### src/rtl/ftl_blk_xfer.sv
// FTL block engine: writes back the dirty cached block, then fetches the requested one.
// Optional FTL_XFER_CHECKSUM_EN adds xfer_sum, the wrapping sum of the last fetched block.
module ftl_blk_xfer #(
   parameter int                BLOCK_WORDS_LOG2 = 7,
   parameter int                MEM_AW           = 24,
   parameter logic [MEM_AW-1:0] MEM_BASE         = 24'h080000
) (
   input  logic                        clk_50,
   input  logic                        reset,
   input  logic                        logical_init_done,
   input  logic                        wb_read,
   input  logic                        wb_write,
   input  logic [9:0]                  wb_block,
   output logic                        wb_ack,
   output logic                        wb_done,
   output logic [BLOCK_WORDS_LOG2-1:0] bram_addr,
   output logic                        bram_wren,
   output logic [31:0]                 bram_data,
   input  logic [31:0]                 bram_q,
   output logic                        mem_req,
   output logic                        mem_we,
   output logic [MEM_AW-1:0]           mem_addr,
   output logic [31:0]                 mem_wdata,
   input  logic [31:0]                 mem_rdata,
   input  logic                        mem_ack,
`ifdef FTL_XFER_CHECKSUM_EN
   output logic [31:0]                 xfer_sum,
`endif
   output logic                        busy
);

   localparam int W = BLOCK_WORDS_LOG2;
   typedef logic [W-1:0] cnt_t;
   localparam cnt_t LAST = '1;

   typedef enum logic [2:0] {
      IDLE, DECIDE, WB_RD, WB_MEM, FE_REQ, FE_WR, DONE, RELEASE
   } state_t;

   state_t            state_q;
   logic [2:0]        rd_sync_q, wr_sync_q;
   logic              rd_s, wr_s;
   logic [9:0]        tgt_q, cached_blk_q;
   logic              tgt_w_q, cached_valid_q, dirty_q;
   cnt_t              cnt_q, cnt_d;
   logic              rd_wait_q;
   logic              ack_q, done_q, wren_q, req_q, we_q;
   cnt_t              baddr_q;
   logic [31:0]       bdata_q, wdata_q;
   logic [MEM_AW-1:0] maddr_q;
`ifdef FTL_XFER_CHECKSUM_EN
   logic [31:0]       sum_q;
   assign xfer_sum = sum_q;
`endif

   function automatic logic [MEM_AW-1:0] addr_f(input logic [9:0] blk, input cnt_t c);
      return MEM_BASE + MEM_AW'({blk, c});
   endfunction

   assign rd_s  = rd_sync_q[2];
   assign wr_s  = wr_sync_q[2];
   assign cnt_d = cnt_q + cnt_t'(1);

   assign wb_ack    = ack_q;
   assign wb_done   = done_q;
   assign bram_addr = baddr_q;
   assign bram_wren = wren_q;
   assign bram_data = bdata_q;
   assign mem_req   = req_q;
   assign mem_we    = we_q;
   assign mem_addr  = maddr_q;
   assign mem_wdata = wdata_q;
   assign busy      = (state_q != IDLE);

   always_ff @(posedge clk_50 or posedge reset) begin
      if (reset) begin
         rd_sync_q <= '0;
         wr_sync_q <= '0;
      end else begin
         rd_sync_q <= {rd_sync_q[1:0], wb_read};
         wr_sync_q <= {wr_sync_q[1:0], wb_write};
      end
   end

   always_ff @(posedge clk_50 or posedge reset) begin
      if (reset) begin
         state_q        <= IDLE;
         tgt_q          <= '0;
         tgt_w_q        <= 1'b0;
         cached_blk_q   <= '0;
         cached_valid_q <= 1'b0;
         dirty_q        <= 1'b0;
         cnt_q          <= '0;
         rd_wait_q      <= 1'b0;
         ack_q          <= 1'b0;
         done_q         <= 1'b0;
         wren_q         <= 1'b0;
         req_q          <= 1'b0;
         we_q           <= 1'b0;
         baddr_q        <= '0;
         bdata_q        <= '0;
         wdata_q        <= '0;
         maddr_q        <= '0;
`ifdef FTL_XFER_CHECKSUM_EN
         sum_q          <= '0;
`endif
      end else begin
         wren_q <= 1'b0;
         unique case (state_q)
            IDLE: begin
               if (logical_init_done && (rd_s || wr_s)) begin
                  tgt_q   <= wb_block;
                  tgt_w_q <= wr_s;
                  ack_q   <= 1'b1;
                  state_q <= DECIDE;
               end
            end
            DECIDE: begin
               cnt_q <= '0;
               if (cached_valid_q && cached_blk_q == tgt_q) begin
                  dirty_q <= dirty_q | tgt_w_q;
                  state_q <= DONE;
               end else if (cached_valid_q && dirty_q) begin
                  baddr_q   <= '0;
                  rd_wait_q <= 1'b0;
                  state_q   <= WB_RD;
               end else begin
                  req_q   <= 1'b1;
                  we_q    <= 1'b0;
                  maddr_q <= addr_f(tgt_q, '0);
`ifdef FTL_XFER_CHECKSUM_EN
                  sum_q   <= '0;
`endif
                  state_q <= FE_REQ;
               end
            end
            WB_RD: begin
               // first cycle presents the address, second captures bram_q
               if (!rd_wait_q) begin
                  rd_wait_q <= 1'b1;
               end else begin
                  rd_wait_q <= 1'b0;
                  wdata_q   <= bram_q;
                  req_q     <= 1'b1;
                  we_q      <= 1'b1;
                  maddr_q   <= addr_f(cached_blk_q, cnt_q);
                  state_q   <= WB_MEM;
               end
            end
            WB_MEM: begin
               if (mem_ack) begin
                  req_q <= 1'b0;
                  we_q  <= 1'b0;
                  if (cnt_q == LAST) begin
                     dirty_q <= 1'b0;
                     cnt_q   <= '0;
                     req_q   <= 1'b1;
                     maddr_q <= addr_f(tgt_q, '0);
`ifdef FTL_XFER_CHECKSUM_EN
                     sum_q   <= '0;
`endif
                     state_q <= FE_REQ;
                  end else begin
                     cnt_q   <= cnt_d;
                     baddr_q <= cnt_d;
                     state_q <= WB_RD;
                  end
               end
            end
            FE_REQ: begin
               if (mem_ack) begin
                  req_q   <= 1'b0;
                  wren_q  <= 1'b1;
                  baddr_q <= cnt_q;
                  bdata_q <= mem_rdata;
                  state_q <= FE_WR;
               end
            end
            FE_WR: begin
`ifdef FTL_XFER_CHECKSUM_EN
               sum_q <= sum_q + bdata_q;
`endif
               if (cnt_q == LAST) begin
                  state_q <= DONE;
               end else begin
                  cnt_q   <= cnt_d;
                  req_q   <= 1'b1;
                  we_q    <= 1'b0;
                  maddr_q <= addr_f(tgt_q, cnt_d);
                  state_q <= FE_REQ;
               end
            end
            DONE: begin
               // a read hit on a dirty block must keep it dirty
               cached_blk_q   <= tgt_q;
               cached_valid_q <= 1'b1;
               dirty_q        <= dirty_q | tgt_w_q;
               done_q         <= 1'b1;
               state_q        <= RELEASE;
            end
            RELEASE: begin
               if (!rd_s && !wr_s) begin
                  ack_q   <= 1'b0;
                  done_q  <= 1'b0;
                  state_q <= IDLE;
               end
            end
            default: state_q <= IDLE;
         endcase
      end
   end

endmodule

### config.mk
export PLATFORM = sky130hd
export DESIGN_NAME = ftl_blk_xfer
export DESIGN_NICKNAME = d
export VERILOG_FILES = /design/src/rtl/ftl_blk_xfer.sv
export SDC_FILE = /design/constraint.sdc
export NUM_CORES = 1
export LEC_CHECK = 0
export CAP_MARGIN = 10
export CORE_ASPECT_RATIO = 1.25
export CORE_MARGIN = 5
export CORE_UTILIZATION = 40
export DETAILED_ROUTE_END_ITERATION = 8
export GPL_TIMING_DRIVEN = 1
export PLACE_DENSITY = 0.85
export SYNTH_ARGS = -nofsm -noshare
export SYNTH_HDL_FRONTEND = slang
export SYNTH_SLANG_ARGS = --single-unit
### constraint.sdc
create_clock -name clk_50 -period 4.4 [get_ports clk_50]
set_input_delay 0.66 -clock clk_50 [delete_from_list [all_inputs] [get_ports clk_50]]
set_output_delay 0.66 -clock clk_50 [all_outputs]
set_load 0.05 [all_outputs]
==> flow_summary.json <==
{
  "status": "finished, final reports clean",
  "cts_post_setup_buffers_inserted": 0,
  "synth_area_per_cell_um2": 13.3,
  "yosys_warnings": 0,
  "use_met3_pct": 5.05,
  "grt.busiest_layer": "met2",
  "ff2ff_setup_slack_ns": 1.13,
  "hold_class": "flip-flop to flip-flop",
  "ys.flop_type": "dfrtp_1",
  "hold_buffers": 0,
  "synthMuxAreaShare_pct": 23.5,
  "crit_fanout": 34,
  "drc": 0,
  "wl_per_cell_um": 17.9,
  "finalNetCount": 697,
  "die_w_um": 118,
  "core_area_mm2": 0.0144,
  "cts_resized": 0,
  "max-slew-margin-rel_pct": 29.6,
  "cts_root_buffer": "clkbuf_16",
  "synth_top_area_cell": "dfrtp_1",
  "async_flop_share_pct": 100,
  "critPathLaunchType": "flip-flop",
  "io_pins": 181,
  "worst_ep_required_time_ns": 4.69,
  "rows": 49,
  "synthTopCellsByArea": "dfrtp_1, mux2_2, o21ai_0",
  "antenna_found_initial": 0,
  "min_from": "rd_sync_q[0]",
  "power_density_mw_per_mm2": 858,
  "arrival_ns": 3.57,
  "dieArea_mm2": 0.0173,
  "cts_tree": "done",
  "finalClockSkew_ns": 0.00524,
  "min_period_ns": 3.27,
  "tightest_slew_ns": 1.05,
  "ys_ff_latch": 134,
  "antenna_cells": 0,
  "hold_path_end": "rd_sync_q[1]",
  "h-tree-depth": 4,
  "timing.max_cap.violations": 0,
  "yosysSeqAreaShare_pct": 57.0,
  "drive_gt1_share_pct": 25.5,
  "timing.rr.end": "mem_addr[11]",
  "drtIter0Drc": 208,
  "cts_buffers": 17,
  "slew_violations": 0,
  "reg2regPathDepth": 6,
  "synthXorXnorAreaFrac_pct": 1.93,
  "portBuffers": 174,
  "grt_pass1_vias": 4538,
  "ir_drop_mv": 0.537,
  "fillers": 1158,
  "hold_depth": 0,
  "synth_fa_ha_area_share_pct": 0.213,
  "dieHeight_um": 146,
  "setup_tns_ns": 0,
  "synthSimpleGateAreaFrac_pct": 7.65,
  "fin_util_pct": 58.2,
  "cts_buffer_depth": 2,
  "met1_usage_pct": 19.2,
  "antenna_left": 0,
  "synth_compound_area_share_pct": 6.42,
  "area_delta_synth_final_pct": 42.4,
  "grt_use_met2_pct": 28.7,
  "synth_top_family_by_area": "multiplexers",
  "vias": 4186,
  "synth_most_common_cell": "dfrtp_1",
  "start_util_pct": 40.8,
  "ys_types": 54,
  "grt_usage_pct": 16.9,
  "grt_pass1_wl_um": 23500,
  "first_pass_iters": 4,
  "setup_viol": 0,
  "syn-cell-area_mm2": 0.00588,
  "synth_top_area_share_pct": 57.0,
  "hold_violations": 0,
  "finalCritPeriodShare_pct": 74.4,
  "finalPower_mw": 7.19,
  "worstReg2RegStart": "state_q[1]",
  "rsz0062_at_grt": "no",
  "cp-end-kind": "flip-flop",
  "netlist_top_cells_count": "dfrtp_1, mux2_2, o21ai_0",
  "insertion_delay_ns": 0.41,
  "dp_hpwl_um": 10500,
  "p_leak_nw": 3.53,
  "viasPerCell": 5.20,
  "globalplace.congestion": 0.902,
  "synth_edf_count": 0,
  "overflow": 0,
  "cts_num_sinks": 134,
  "critical_path_class": "flip-flop to flip-flop",
  "clk_pin_slew_ns": 0.06,
  "synthCells": 442,
  "grt_max_degree": 83,
  "clock.fmax_ghz": 0.306,
  "routed_wl_um": 14400
}
==> worst max path at each step <==
stage | startpoint | end | slack (ns) | cells past startpoint
2_1_floorplan | reset | bram_addr[0] | 0.16 | 1
3_3_place_gp | mem_ack | mem_addr[12] | 1.17 | 6
3_5_place_dp | mem_ack | mem_addr[8] | 1.11 | 6
4_1_cts | state_q[1] | mem_addr[11] | 1.16 | 6
5_1_grt | state_q[1] | mem_addr[11] | 0.86 | 6
6_report | state_q[1] | mem_addr[11] | 1.13 | 6
==> sequential cells by signal, summed over array words and instances, names as in the netlist, 7 cells and up <==
name / count
mem_addr: 18
tgt_q: 10
bram_addr: 7
cnt_q: 7
cached_blk_q: 10
mem_wdata: 32
bram_data: 32
==> worst max-delay path, stage by stage (launching register included) <==
cell      delay, ns
dfrtp_1        0.82
nor3b_2        0.31
and2_1         0.15
buf_4          0.38
a311oi_1       0.15
nor3_4         0.91
mux2_2         0.42
==> cell type report <==
| cell class | instances | area (um^2) | area share, % |
|---|---|---|---|
| Clock buffer | 21 | 480 | 5.73 |
| Clock inverter | 9 | 125 | 1.49 |
| Inverter | 7 | 28.8 | 0.343 |
| Multi-Input combinational cell | 277 | 2360 | 28.1 |
| Sequential cell | 134 | 3350 | 40.0 |
| Tap cell | 178 | 223 | 2.66 |
| Timing Repair Buffer | 179 | 1810 | 21.6 |
==> layer usage <==
metal,share of wire (%),wire (um)
met1,38,5480
met2,53,7600
met3,6.0,866
met4,3.2,457
met5,0,0
==> report_power, final <==
| part | switching (mW) | internal, mW |
|---|---|---|
| combinational | 2.14 | 1.45 |
| clock | 0.490 | 0.940 |
| sequential | 0.418 | 1.75 |
==> stage by stage <==
stage / hold slack (ns) / cell area, um^2 / std cells / setup slack (ns)
floorplan: 0.331 / 5900 / 447 / 0.157
CTS: 0.347 / 8350 / 804 / 1.16
global placement: 0.336 / 7750 / 774 / 1.17
detailed placement: 0.336 / 7750 / 774 / 1.11
finish: 0.345 / 8380 / 805 / 1.13
global route: 0.352 / 8380 / 805 / 0.859
==> cells in the final DEF, fill, tap and decap left out, drive strengths merged, types with 2 or more instances in the layout <==
| master | instances |
|---|---|
| clkdlybuf4s50 | 174 |
| dfrtp | 134 |
| mux2 | 119 |
| o21ai | 31 |
| clkbuf | 21 |
| nand2 | 20 |
| nor2 | 15 |
| xnor2 | 11 |
| nand3 | 8 |
| conb | 6 |
| nand2b | 6 |
| inv | 6 |
| a21oi | 5 |
| clkinv | 5 |
| buf | 5 |
| nor3 | 5 |
| and3 | 4 |
| nand3b | 4 |
| nor2b | 4 |
| a31oi | 4 |
| o31ai | 4 |
| nand4 | 4 |
| a32o | 3 |
| bufinv | 3 |
| nor3b | 3 |
| or3 | 2 |
| xor2 | 2 |
| clkinvlp | 2 |
==> cell families (layout without fill, tap and decap cells) <==
logic type                 count (synthesis)  after routing
AOI/OAI and AO/OA                         59             59
xor gates and xnor gates                  13             13
buffers and inverters                     36            216
muxes                                    120            120
DFF                                      134            134
other                                      1              6
adders and majority gates                  1              1
and+or+nand+nor                           78             78
Power figures use the tool's default switching activity.
